$ cat config.mk
export PLATFORM = sky130hd
export DESIGN_NAME = f32_mult_ctrl
export DESIGN_NICKNAME = d
export VERILOG_FILES = /design/src/rtl/f32_pkg.sv /design/src/rtl/f32_classify.sv /design/src/rtl/f32_mult.sv /design/src/rtl/f32_mult_ctrl.sv
export SDC_FILE = /design/constraint.sdc
export NUM_CORES = 1
export LEC_CHECK = 0
export CAP_MARGIN = 0
export CORE_UTILIZATION = 45
export DETAILED_ROUTE_END_ITERATION = 10
export PLACE_DENSITY = 0.68
export RECOVER_POWER = 50
export SYNTH_ARGS = -nofsm -noshare
export SYNTH_HDL_FRONTEND = slang
export SYNTH_SLANG_ARGS = --single-unit
$ cat constraint.sdc
create_clock -name clk -period 10.1 [get_ports clk]
set_clock_uncertainty 0.05 [all_clocks]
set_input_delay 1.515 -clock clk [delete_from_list [all_inputs] [get_ports clk]]
set_output_delay 1.515 -clock clk [all_outputs]
set_load 0.005 [all_outputs]
$ cat src/rtl/f32_pkg.sv
// Shared FP32 types, constants and field helpers for the multiplier front-end.
// Latency: n/a (declarations only).
// Backpressure: n/a.
package f32_pkg;

    localparam logic [31:0] QNAN    = 32'h7FC0_0000;
    localparam logic [31:0] POS_INF = 32'h7F80_0000;
    localparam int          BIAS    = 127;

    typedef enum logic [1:0] {ZERO, NORM, INF, NAN} fp_class_t;

    typedef enum logic [1:0] {IDLE, ISSUE, WAIT, OUT} ctrl_state_t;

    // Bit order matches out_flags: {nv, of, uf, to}.
    typedef struct packed {
        logic nv;
        logic of;
        logic uf;
        logic to;
    } flags_t;

    function automatic logic fp_sign(input logic [31:0] x);
        return x[31];
    endfunction

    function automatic logic [7:0] fp_exp(input logic [31:0] x);
        return x[30:23];
    endfunction

    function automatic logic [22:0] fp_man(input logic [31:0] x);
        return x[22:0];
    endfunction

    // Exponent field 0 is reported as ZERO, so subnormals are flushed.
    function automatic fp_class_t fp_class(input logic [31:0] x);
        if (fp_exp(x) == 8'hFF) begin
            return (fp_man(x) != 23'd0) ? NAN : INF;
        end else if (fp_exp(x) == 8'h00) begin
            return ZERO;
        end else begin
            return NORM;
        end
    endfunction

endpackage

$ cat src/rtl/f32_classify.sv
// Screens an FP32 operand pair for cases the iterative core cannot handle.
// Latency: combinational.
// Backpressure: none; outputs follow a/b.
// Ports: a, b operands; bypass=1 when res/flags are final and the core is not needed.
module f32_classify
    import f32_pkg::*;
#(
    parameter logic [31:0] NAN_RES = QNAN
) (
    input  logic [31:0] a,
    input  logic [31:0] b,
    output logic        bypass,
    output logic [31:0] res,
    output flags_t      flags
);

    fp_class_t          ca;
    fp_class_t          cb;
    logic               s;
    logic signed [9:0]  es;

    always_comb begin
        ca     = fp_class(a);
        cb     = fp_class(b);
        s      = fp_sign(a) ^ fp_sign(b);
        es     = $signed({2'b00, fp_exp(a)}) + $signed({2'b00, fp_exp(b)})
               - $signed(10'(BIAS));
        bypass = 1'b1;
        res    = 32'h0;
        flags  = '0;
        // Priority order matters: NaN beats Inf*0, which beats plain Inf.
        if (ca == NAN || cb == NAN) begin
            res = NAN_RES;
        end else if ((ca == INF && cb == ZERO) || (ca == ZERO && cb == INF)) begin
            res      = NAN_RES;
            flags.nv = 1'b1;
        end else if (ca == INF || cb == INF) begin
            res = {s, POS_INF[30:0]};
        end else if (ca == ZERO || cb == ZERO) begin
            res = {s, 31'h0};
        end else if (es > 10'sd254) begin
            res      = {s, POS_INF[30:0]};
            flags.of = 1'b1;
        end else if (es < 10'sd1) begin
            res      = {s, 31'h0};
            flags.uf = 1'b1;
        end else begin
            bypass = 1'b0;
        end
    end

endmodule

$ cat src/rtl/f32_mult.sv
// Iterative FP32 multiplier core for normal operands with in-range exponent.
// Latency: done pulses 4 cycles after start; p valid while done is high.
// Backpressure: none; start while busy is ignored.
// Ports: clk, rst_n (sync, active-low), start, a, b, done, p (truncated product).
module f32_mult
    import f32_pkg::*;
(
    input  logic        clk,
    input  logic        rst_n,
    input  logic        start,
    input  logic [31:0] a,
    input  logic [31:0] b,
    output logic        done,
    output logic [31:0] p
);

    logic [23:0] ma_q;
    logic [23:0] mb_q;
    logic [47:0] acc_q;
    logic [7:0]  exp_q;
    logic        sign_q;
    logic [1:0]  step_q;
    logic        busy_q;
    logic [5:0]  shamt;
    logic [47:0] pp;
    logic        norm;
    logic [7:0]  exp_out;

    // Multiplier consumed 6 bits per cycle; step 0 is folded into the start cycle.
    assign shamt = {2'b00, step_q, 2'b00} + {3'b000, step_q, 1'b0};
    assign pp    = ({24'b0, ma_q} * {42'b0, mb_q[shamt +: 6]}) << shamt;

    always_ff @(posedge clk) begin
        if (!rst_n) begin
            ma_q   <= '0;
            mb_q   <= '0;
            acc_q  <= '0;
            exp_q  <= '0;
            sign_q <= 1'b0;
            step_q <= '0;
            busy_q <= 1'b0;
            done   <= 1'b0;
        end else begin
            done <= 1'b0;
            if (start && !busy_q) begin
                ma_q   <= {1'b1, a[22:0]};
                mb_q   <= {1'b1, b[22:0]};
                acc_q  <= {24'b0, 1'b1, a[22:0]} * {42'b0, b[5:0]};
                // Caller guarantees the biased sum lands in 1..254, so 8-bit wrap is safe.
                exp_q  <= a[30:23] + b[30:23] - 8'(BIAS);
                sign_q <= a[31] ^ b[31];
                step_q <= 2'd1;
                busy_q <= 1'b1;
            end else if (busy_q) begin
                acc_q  <= acc_q + pp;
                step_q <= step_q + 2'd1;
                if (step_q == 2'd3) begin
                    busy_q <= 1'b0;
                    done   <= 1'b1;
                end
            end
        end
    end

    assign norm    = acc_q[47];
    assign exp_out = exp_q + {7'b0, norm};
    assign p       = {sign_q, exp_out, norm ? acc_q[46:24] : acc_q[45:23]};

endmodule

$ cat src/rtl/f32_mult_ctrl.sv
// Operand sequencer: screens special cases locally, otherwise runs f32_mult.
// Latency: 1 cycle for bypassed pairs, 6 cycles for pairs sent to the core.
// Backpressure: one pair in flight; in_ready only in IDLE, OUT holds until out_ready.
// Ports: clk, rst (sync, active-high), in_valid/in_ready/in_a/in_b,
//        out_valid/out_ready/out_p/out_flags {nv, of, uf, to}.
module f32_mult_ctrl #(
    parameter int          TIMEOUT = 16,
    parameter logic [31:0] QNAN    = f32_pkg::QNAN
) (
    input  logic        clk,
    input  logic        rst,
    input  logic        in_valid,
    output logic        in_ready,
    input  logic [31:0] in_a,
    input  logic [31:0] in_b,
    output logic        out_valid,
    input  logic        out_ready,
    output logic [31:0] out_p,
    output logic [3:0]  out_flags
);

    import f32_pkg::*;

    localparam int CNT_W = $clog2(TIMEOUT + 1);

    ctrl_state_t       state_q, state_d;
    logic [31:0]       a_q, a_d, b_q, b_d;
    logic [31:0]       p_q, p_d;
    flags_t            flags_q, flags_d;
    logic [CNT_W-1:0]  cnt_q, cnt_d;
    logic              s;

    logic              cls_bypass;
    logic [31:0]       cls_res;
    flags_t            cls_flags;
    logic              core_start;
    logic              core_done;
    logic [31:0]       core_p;

    // Classify the live inputs so a bypassed result is ready the cycle after accept.
    f32_classify #(.NAN_RES(QNAN)) u_classify (
        .a      (in_a),
        .b      (in_b),
        .bypass (cls_bypass),
        .res    (cls_res),
        .flags  (cls_flags)
    );

    f32_mult u_core (
        .clk   (clk),
        .rst_n (~rst),
        .start (core_start),
        .a     (a_q),
        .b     (b_q),
        .done  (core_done),
        .p     (core_p)
    );

    assign s = a_q[31] ^ b_q[31];

    always_comb begin
        state_d    = state_q;
        a_d        = a_q;
        b_d        = b_q;
        p_d        = p_q;
        flags_d    = flags_q;
        cnt_d      = cnt_q;
        core_start = 1'b0;
        in_ready   = 1'b0;
        out_valid  = 1'b0;
        case (state_q)
            IDLE: begin
                in_ready = 1'b1;
                if (in_valid) begin
                    a_d = in_a;
                    b_d = in_b;
                    if (cls_bypass) begin
                        p_d     = cls_res;
                        flags_d = cls_flags;
                        state_d = OUT;
                    end else begin
                        state_d = ISSUE;
                    end
                end
            end
            ISSUE: begin
                core_start = 1'b1;
                cnt_d      = '0;
                state_d    = WAIT;
            end
            WAIT: begin
                cnt_d = cnt_q + 1'b1;
                if (core_done) begin
                    flags_d = '0;
                    // Mantissa carry at the top exponent rolls the core into the Inf/NaN encoding.
                    if (core_p[30:23] == 8'hFF) begin
                        p_d        = {s, POS_INF[30:0]};
                        flags_d.of = 1'b1;
                    end else begin
                        p_d = core_p;
                    end
                    state_d = OUT;
                end else if (cnt_q == CNT_W'(TIMEOUT - 1)) begin
                    p_d        = QNAN;
                    flags_d    = '0;
                    flags_d.to = 1'b1;
                    state_d    = OUT;
                end
            end
            OUT: begin
                out_valid = 1'b1;
                if (out_ready) begin
                    state_d = IDLE;
                end
            end
            default: state_d = IDLE;
        endcase
    end

    always_ff @(posedge clk) begin
        if (rst) begin
            state_q <= IDLE;
            a_q     <= '0;
            b_q     <= '0;
            p_q     <= '0;
            flags_q <= '0;
            cnt_q   <= '0;
        end else begin
            state_q <= state_d;
            a_q     <= a_d;
            b_q     <= b_d;
            p_q     <= p_d;
            flags_q <= flags_d;
            cnt_q   <= cnt_d;
        end
    end

    assign out_p     = p_q;
    assign out_flags = flags_q;

endmodule

======== Word level (Yosys, flattened, before mapping) ========
Index checks and enable logic that the tools add are counted.
storage, ports and cells
  bits in registers ....................... 216
  latch bits .............................. 0
  RAM bits ................................ 0
  bits in read-only memories .............. 0
  input port bits ......................... 68
  output and inout port bits .............. 38
  memories kept ........................... 0
cells by class
  add/subtract/negate cells ............... 9
  $mul .................................... 2
  div/mod/pow operators ................... 0
  $lt $le $gt $ge ......................... 2
  equal/unequal tests ..................... 16
  shift-type cells ........................ 2
  muxes and demuxes ....................... 56
  bitwise operators ....................... 3
  reductions and logical operators ........ 23
operator list
  operator                 count
  $mux W32                 11
  $pmux W32 S2             1
  $mul A24 B6 Y30          2
  $mux W30                 2
  $add A48 B48 Y48         1
  $shl A30 B6 Y48          1
  $reduce_bool A23 Y1      2
  $eq A8 B8 Y1 const B     3
  $shiftx A24 B7 Y6        1
  $mux W1                  23
  $mux W23                 1
  $mux W2                  10
  $logic_not A8 Y1         2
  $mux W4                  4
  $eq A2 B2 Y1 const B     7
  $gt A10 B9 Y1 const B    1
  $lt A10 B2 Y1 const B    1
  $pmux W5 S2              1
  $sub A10 B8 Y10 const B  1
  $add A8 B8 Y9            1
  $add A8 B1 Y8            1
  $add A8 B8 Y8            1
  $pmux W2 S4              1
  $pmux W4 S2              1
  other kinds (21)         33

======== Logic depth before layout (Yosys ltp) ========
Gate-level depths: netlist of run 1.
  depth in word-level cells ............... 12
  mapped depth ............................ 45
  gate-level depth less buffers ........... 37

======== Hierarchy ========
From an unflattened synthesis of run 1, not the netlist that was laid out.
unflattened totals
  cells, all modules ...................... 2,944
  area, all modules ....................... 23,269.8 um^2
modules (own cells, without submodules)
  module         instances  cells each  area an instance (um^2)
  f32_mult       1          2,282       17,870.9
  f32_mult_ctrl  1          513         4,281.6
  f32_classify   1          149         1,117.3

======== Worst setup path before layout of run 1 ========
No wires, ideal clock.
  kind .................................... reg-to-reg
  from .................................... reg u_core.step_q[0]
  to ...................................... reg u_core.acc_q[45]
  arrival time ............................ 9.686 ns
  setup slack ............................. 0.236 ns
  cell stages (with the launch flop) ...... 45
  buffers on the path ..................... 10
  clock period less this slack ............ 9.864 ns
  path through ............................ dfxtp_1 clkbuf_1 inv_1 buf_1 buf_1 ha_1 clkbuf_1 buf_2 buf_2 buf_1 a21oi_1 o31ai_1 clkbuf_1 and2_1 fa_1 fa_1 inv_1 fa_1 (+9 left out) a21oi_2 xnor2_1 mux4_2 mux2i_1 o21ai_0 ha_1 clkbuf_1 a21oi_1 a211oi_1 a21oi_1 nor3_1 a211oi_2 o31ai_2 a221o_1 a21oi_1 xnor2_1 a21oi_1 nor2_1
between the ends
  word-level cells in the longest chain between the ends .. 5
ends and longest elaborated chain
  what                    RTL line        source
  start, declared         f32_mult.sv:22  logic [1:0] step_q;
  start signal, assigned  f32_mult.sv:56  step_q <= step_q + 2'd1;
  $add A4 B3 Y5 (*)       f32_mult.sv:30  assign shamt = {2'b00, step_q, 2'b00} + {3'b000, step_q, 1'b0};
  $shiftx A24 B7 Y6       f32_mult.sv:31  assign pp = ({24'b0, ma_q} * {42'b0, mb_q[shamt +: 6]}) << shamt;
  $mul A24 B6 Y30         f32_mult.sv:31
  $shl A30 B6 Y48 (*)     f32_mult.sv:31
  $add A48 B48 Y48 (*)    f32_mult.sv:55  acc_q <= acc_q + pp;
  end signal, assigned    f32_mult.sv:48  acc_q <= {24'b0, 1'b1, a[22:0]} * {42'b0, b[5:0]};
  end signal, assigned    f32_mult.sv:55
  end, declared           f32_mult.sv:19  logic [47:0] acc_q;
Mark *: on every way between the ends. The rest lies on a longest branch, timed or not.
A chain may end at the register's enable or synchronous reset.

======== Worst setup path in the final report of run 1 ========
Ends and elaborated chain as after synthesis.

==> results of run 1 <==
-- stage by stage --
| step | util, % | total power, uW | hold WS, ns | setup WS [ns] | area, um^2 |
|---|---|---|---|---|---|
| finish | 50.1 | 4200 | 0.406 | 0.633 | 25300 |
| CTS | 50.1 | 4180 | 0.407 | 0.512 | 25300 |
| global route | 50.1 | 4470 | 0.421 | 0.0228 | 25300 |
| detailed placement | 48.5 | 3250 | 0.397 | 0.553 | 24400 |
| floorplan | - | 2650 | 0.382 | 0.236 | 23000 |
| global placement | 48.5 | 3220 | 0.393 | 0.709 | 24400 |
-- cell usage in the layout (no fill, tap or decap), types with 17 or more instances in the layout --
master | synthesis | layout
nand2_1 | 495 | 494
nor3_1 | 34 | 34
dfxtp_1 | 215 | 213
nand3_1 | 63 | 63
a211oi_1 | 36 | 36
clkbuf_16 | 0 | 25
clkdlybuf4s50_1 | 0 | 74
a21oi_1 | 289 | 289
o31ai_1 | 33 | 32
o21bai_1 | 18 | 18
dlygate4sd3_1 | 0 | 30
nand4_1 | 23 | 23
ha_1 | 157 | 155
mux2i_1 | 80 | 80
and2_1 | 162 | 161
xnor2_1 | 80 | 80
a21o_1 | 62 | 62
nor2_1 | 159 | 158
nor4_1 | 18 | 18
o21ai_0 | 82 | 81
buf_4 | 3 | 24
inv_1 | 276 | 276
and3_1 | 17 | 17
xor2_1 | 31 | 31
fa_1 | 181 | 181
-- worst max-delay path by stage --
| stage | start | end | depth (start not counted) |
|---|---|---|---|
| 6_report | u_core.step_q[0] | u_core.acc_q[45] | 36 |
| 5_1_grt | u_core.step_q[0] | u_core.acc_q[47] | 36 |
| 4_1_cts | u_core.step_q[0] | u_core.acc_q[45] | 35 |
| 3_5_place_dp | u_core.step_q[0] | u_core.acc_q[45] | 35 |
| 3_3_place_gp | u_core.step_q[0] | u_core.acc_q[45] | 35 |
| 2_1_floorplan | u_core.step_q[0] | u_core.acc_q[45] | 44 |
-- power by group --
| part | leakage, uW | switching, uW | internal (uW) |
|---|---|---|---|
| registers | 0.00175 | 212 | 988 |
| logic | 0.00901 | 1350 | 729 |
| clock network | 0.000391 | 382 | 540 |
| total | 0.0112 | 1940 | 2260 |
-- flip-flops by register name, summed over array words and instances (netlist names), 2 cells and up --
register / cells
cnt_q: 5
out_flags: 4
u_core.acc_q: 48
u_core.ma_q: 23
out_p: 32
state_q: 2
u_core.step_q: 2
u_core.mb_q: 24
u_core.exp_q: 8
b_q: 32
a_q: 32
-- worst min-delay path, cell delays in order (launching register included) --
cell,delay [ns]
dfxtp_1,0.31
nand2_1,0.05
a21oi_1,0.05
-- metal layers --
metal  share of wire [%]  wire [um]  global-route usage, %  up-vias
met4                 3.5       2370                   8.77        0
met3                 5.2       3590                   2.40      110
met2                  46      31600                   43.3      601
met5                   0          0                      0        -
li1                    -          -                      -     9946
met1                  45      31000                   35.9    10100
-- cell type report --
| cell class | instances | area (um^2) |
|---|---|---|
| well taps | 672 | 841 |
| fillers | 4869 | 25100 |
| clock buffers | 29 | 651 |
| multi-input cells | 2276 | 17000 |
| inverters | 279 | 1050 |
| flip-flops and latches | 215 | 4310 |
| repair buffers | 132 | 1240 |
| clock inverters | 14 | 173 |
-- cells by family after synthesis --
| kind of cell | share of synthesized area [%] |
|---|---|
| buffers and inverters | 7.79 |
| AO/OA/AOI/OAI | 19.3 |
| multiplexers | 5.04 |
| flip-flops | 18.7 |
| XOR/XNOR | 4.22 |
| adder cells (fa/ha/maj) | 24.2 |
| AND/OR/NAND/NOR | 20.8 |
-- repair_timing --
action,4_1_cts,5_1_grt
hold endpoints to repair,0,0
gates resized for setup,0,2
setup endpoints to repair,0,3
==> impl_metrics.toml, run 1 <==
[setup_path]
crit_fanout = 26
r2r_cells = 36
max_stage_delay_ns = 0.50
cp_slowest_cell = "fa_1"
startpoint_type = "flop"
crit_family = "compound AO/OA/AOI/OAI gates"
r2r_end = "u_core.acc_q[45]"
worst-path-buf-inv = 6
arrival_ns = 9.83
end_kind = "flop"
crit_type = "reg -> reg"
r2r_setup_slack_ns = 0.63
crit_required_ns = 10.46
reg2reg_from = "u_core.step_q[0]"

[logic_synthesis]
async_flop_share_pct = 0
synth-edff-count = 0
synth_warnings = 0
syn-num-nets = 3362
synthTopCellsByCount = "495 x nand2_1, 289 x a21oi_1, 276 x inv_1"
netlist_instances = 2956
post_synth_num_cell_types = 86
yosysTopAreaCell = "dfxtp_1"
ys_top_cells_by_area = "dfxtp_1 19%, fa_1 16%, ha_1 8.5%, nand2_1 8.1%, a21oi_1 6.3%"
netlist.area_leader.share_pct = 18.7
synth_seq_cells = 215
synth.yosys.seq_area_share_pct = 18.7
syn_area_mm2 = 0.0230
synth_area_per_cell_um2 = 7.80
synth.most_common_cell = "nand2_1"
synth_top_flop_cell = "dfxtp_1"

[global_routing]
grt_pass1_vias = 20600
grt_pass1_wl_um = 111000
grt_antenna_before_repair = 0
grtUsageTotal_pct = 26.2
grt_start_max_net_pins = 104
grt_overflow = 0

[run_status]
status = "complete, but fails checks"
violations = "capacitance limit, slew limit"

[place]
gp_congestion = 0.963
io_buffers = 105
dp_hpwl_um = 52500
place_inst = 3574

[clock_tree]
hold_buffers = 0
clock_tree.root_cell = "clkbuf_16"
cts.clk_slew.worst_paths_ns = 0.06
cts_buffers = 25
post_cts_buffers = 0
cts.sinks = 215
clk_latency_ns = 0.55
cts_buffer_depth = 3
cts_tree = "built"
htree_levels = 1

[timing]
grt_setup_unrepaired = "no"
slew_violations = 291
fin_crit_sh_pct = 93.7
setup_tns_ns = 0
setup_viol = 0
timing.final.crit_period_ns = 9.47
slew_headroom_pct = -209
hold_viol_final = 0
tightest_slew_ns = 4.64
max_freq_ghz = 0.106

[route]
drc = 0
dr.pass1.iters = 5
final_antenna_net_count = 0
drt_iter0_drc = 1391
viasPerCell = 5.73
wl_per_cell_um = 18.9
postRouteWirelength_um = 68500
vias = 20700

[finish]
diodes = 0
fin_nets = 3335
fin_cells = 3617
area_delta_synth_final_pct = 9.55
drive_gt1_share_pct = 4.58

[hold_path]
worst_hold_path.endpoint = "b_q[6]"
min-delay-start = "b_q[6]"
hold_class = "reg -> reg"
holdPathStages = 2

[floorplan]
dieArea_mm2 = 0.0521
die_x_um = 228
num_rows = 82
initial_core_util_pct = 45.8
die_height_um = 228
coreArea_mm2 = 0.0504
top_level_ports = 106

[flow_run]
cap_violations = 5

[power]
vdd_drop_max_mv = 0.225
p_per_area_mw_per_mm2 = 166
power_leakage_uw = 0.0112
No activity file was read; power rests on OpenSTA's default activity.
==> run 2: changes to the inputs <==
REMOVE_ABC_BUFFERS = 1   (was default)
==> impl_metrics.toml, run 2 (synthesis gave the netlist of run 1 again) <==
[run_status]
status = "complete, but fails checks"
violations = "capacitance limit, slew limit"

[clock_tree]
cts_buffers = 25
cts_buffer_depth = 3
cts.sinks = 215
post_cts_buffers = 0
clock_tree.root_cell = "clkbuf_16"
cts.clk_slew.worst_paths_ns = 0.07
cts_tree = "built"
htree_levels = 1
clk_latency_ns = 0.55
hold_buffers = 0

[route]
final_antenna_net_count = 0
viasPerCell = 5.72
dr.pass1.iters = 8
postRouteWirelength_um = 65400
wl_per_cell_um = 18.0
drt_iter0_drc = 1667
vias = 20700
drc = 0

[finish]
fin_nets = 3339
largest_reg_flops = 48
drive_gt1_share_pct = 4.95
multi_input_comb_area_mm2 = 0.0170
seq_area_mm2 = 0.00431
nFillCells = 4862
diodes = 0
postLayoutCellArea_mm2 = 0.0253
layout_common_cells = "493 x nand2_1, 289 x a21oi_1, 276 x inv_1"
top_register = "u_core.acc_q"
layout_commonest_cell = "nand2_1"
fin_util_pct = 50.3
area_delta_synth_final_pct = 9.87

[place]
postPlaceCellArea_mm2 = 0.0245
dp_hpwl_um = 50600
gp_congestion = 0.940
io_buffers = 105

[timing]
tightest_slew_ns = 5.20
fin_crit_sh_pct = 92.7
grt_setup_unrepaired = "no"
slew_violations = 115
slew_headroom_pct = -247
max_freq_ghz = 0.107
hold_viol_final = 0
timing.final.crit_period_ns = 9.36
setup_viol = 0

[floorplan]
dieArea_mm2 = 0.0521
top_level_ports = 106
coreArea_mm2 = 0.0504
die_x_um = 228
die_height_um = 228
initial_core_util_pct = 45.8
num_rows = 82

[hold_path]
min-delay-start = "out_flags[0]"
hold_class = "reg -> reg"

[global_routing]
grtUsageTotal_pct = 25.0
grt_pass1_vias = 20500
grt_start_max_net_pins = 115
grt_overflow = 0
grt_pass1_wl_um = 107000
grt_antenna_before_repair = 1

[setup_path]
end_kind = "flop"
crit_required_ns = 10.46
startpoint_type = "flop"
reg2reg_from = "u_core.step_q[1]"
startpoint = "u_core.step_q[1]"
crit_type = "reg -> reg"
max_stage_delay_ns = 0.55
crit_fanout = 14
path_common_cell = "a21oi_1"
arrival_ns = 9.73
cp_slowest_cell = "ha_2"

[flow_run]
cap_violations = 1

[power]
power_leakage_uw = 0.0112
vdd_drop_max_mv = 0.115
p_per_area_mw_per_mm2 = 165
-- run 2: layout make-up --
class	instances	area share (%)
Multi-Input combinational cell	2276	67.1
Sequential cell	215	17.0
Timing Repair Buffer	136	5.09
Inverter	279	4.14
Tap cell	672	3.32
Clock buffer	34	2.88
Clock inverter	11	0.484
-- run 2: path summary, 6_finish.rpt --
kind | end | slack [ns] | cells after the start
worst min register to register | out_flags[0] | 0.40 | 2
worst max-delay path | u_core.acc_q[45] | 0.74 | 36
worst min-delay path | out_flags[0] | 0.40 | 2
worst max register to register | u_core.acc_q[45] | 0.74 | 36
-- run 2: metal layers --
layer	track usage, %	share of wire, %	vias up	wire, um
met5	0	0	-	0
met3	2.45	5.3	113	3460
li1	-	-	9958	-
met4	9.02	3.6	0	2330
met1	33.6	45	10100	29200
met2	41.8	47	582	30400
-- run 2: timing repair --
| action | CTS | global route |
|---|---|---|
| gates resized for setup | 0 | 1 |
| endpoints found under the setup margin | 0 | 6 |
| hold endpoints to repair | 0 | 0 |
-- run 2: worst max-delay path, delay by kind of cell (launching register included) --
kind            cells  cell delay, ns
buf+inv             3            0.35
xor+xnor            2            0.25
compound gates     17            3.47
mux                 3            1.21
simple gates        5            0.73
fa+ha+maj           6            2.84
flops               1            0.35
-- run 2: through the flow --
stage                     hold slack [ns]  std cells  total power [uW]  setup slack [ns]  TNS [ns]
final                               0.398       3623              4180             0.735         0
after floorplan                     0.376       2770              2530             -2.99    -87.66
after CTS                           0.404       3623              4180             0.618         0
after global placement              0.391       3578              3190             0.757         0
after detailed placement            0.395       3578              3230             0.668         0
after global routing                0.423       3623              4460             0.191         0
-- run 2: power breakdown --
group	leakage [uW]	internal [uW]	total [uW]	switching, uW
Sequential	0.00175	988	1180	191
Clock	0.000416	558	941	383
Combinational	0.00905	727	2060	1330
Total	0.0112	2270	4180	1900
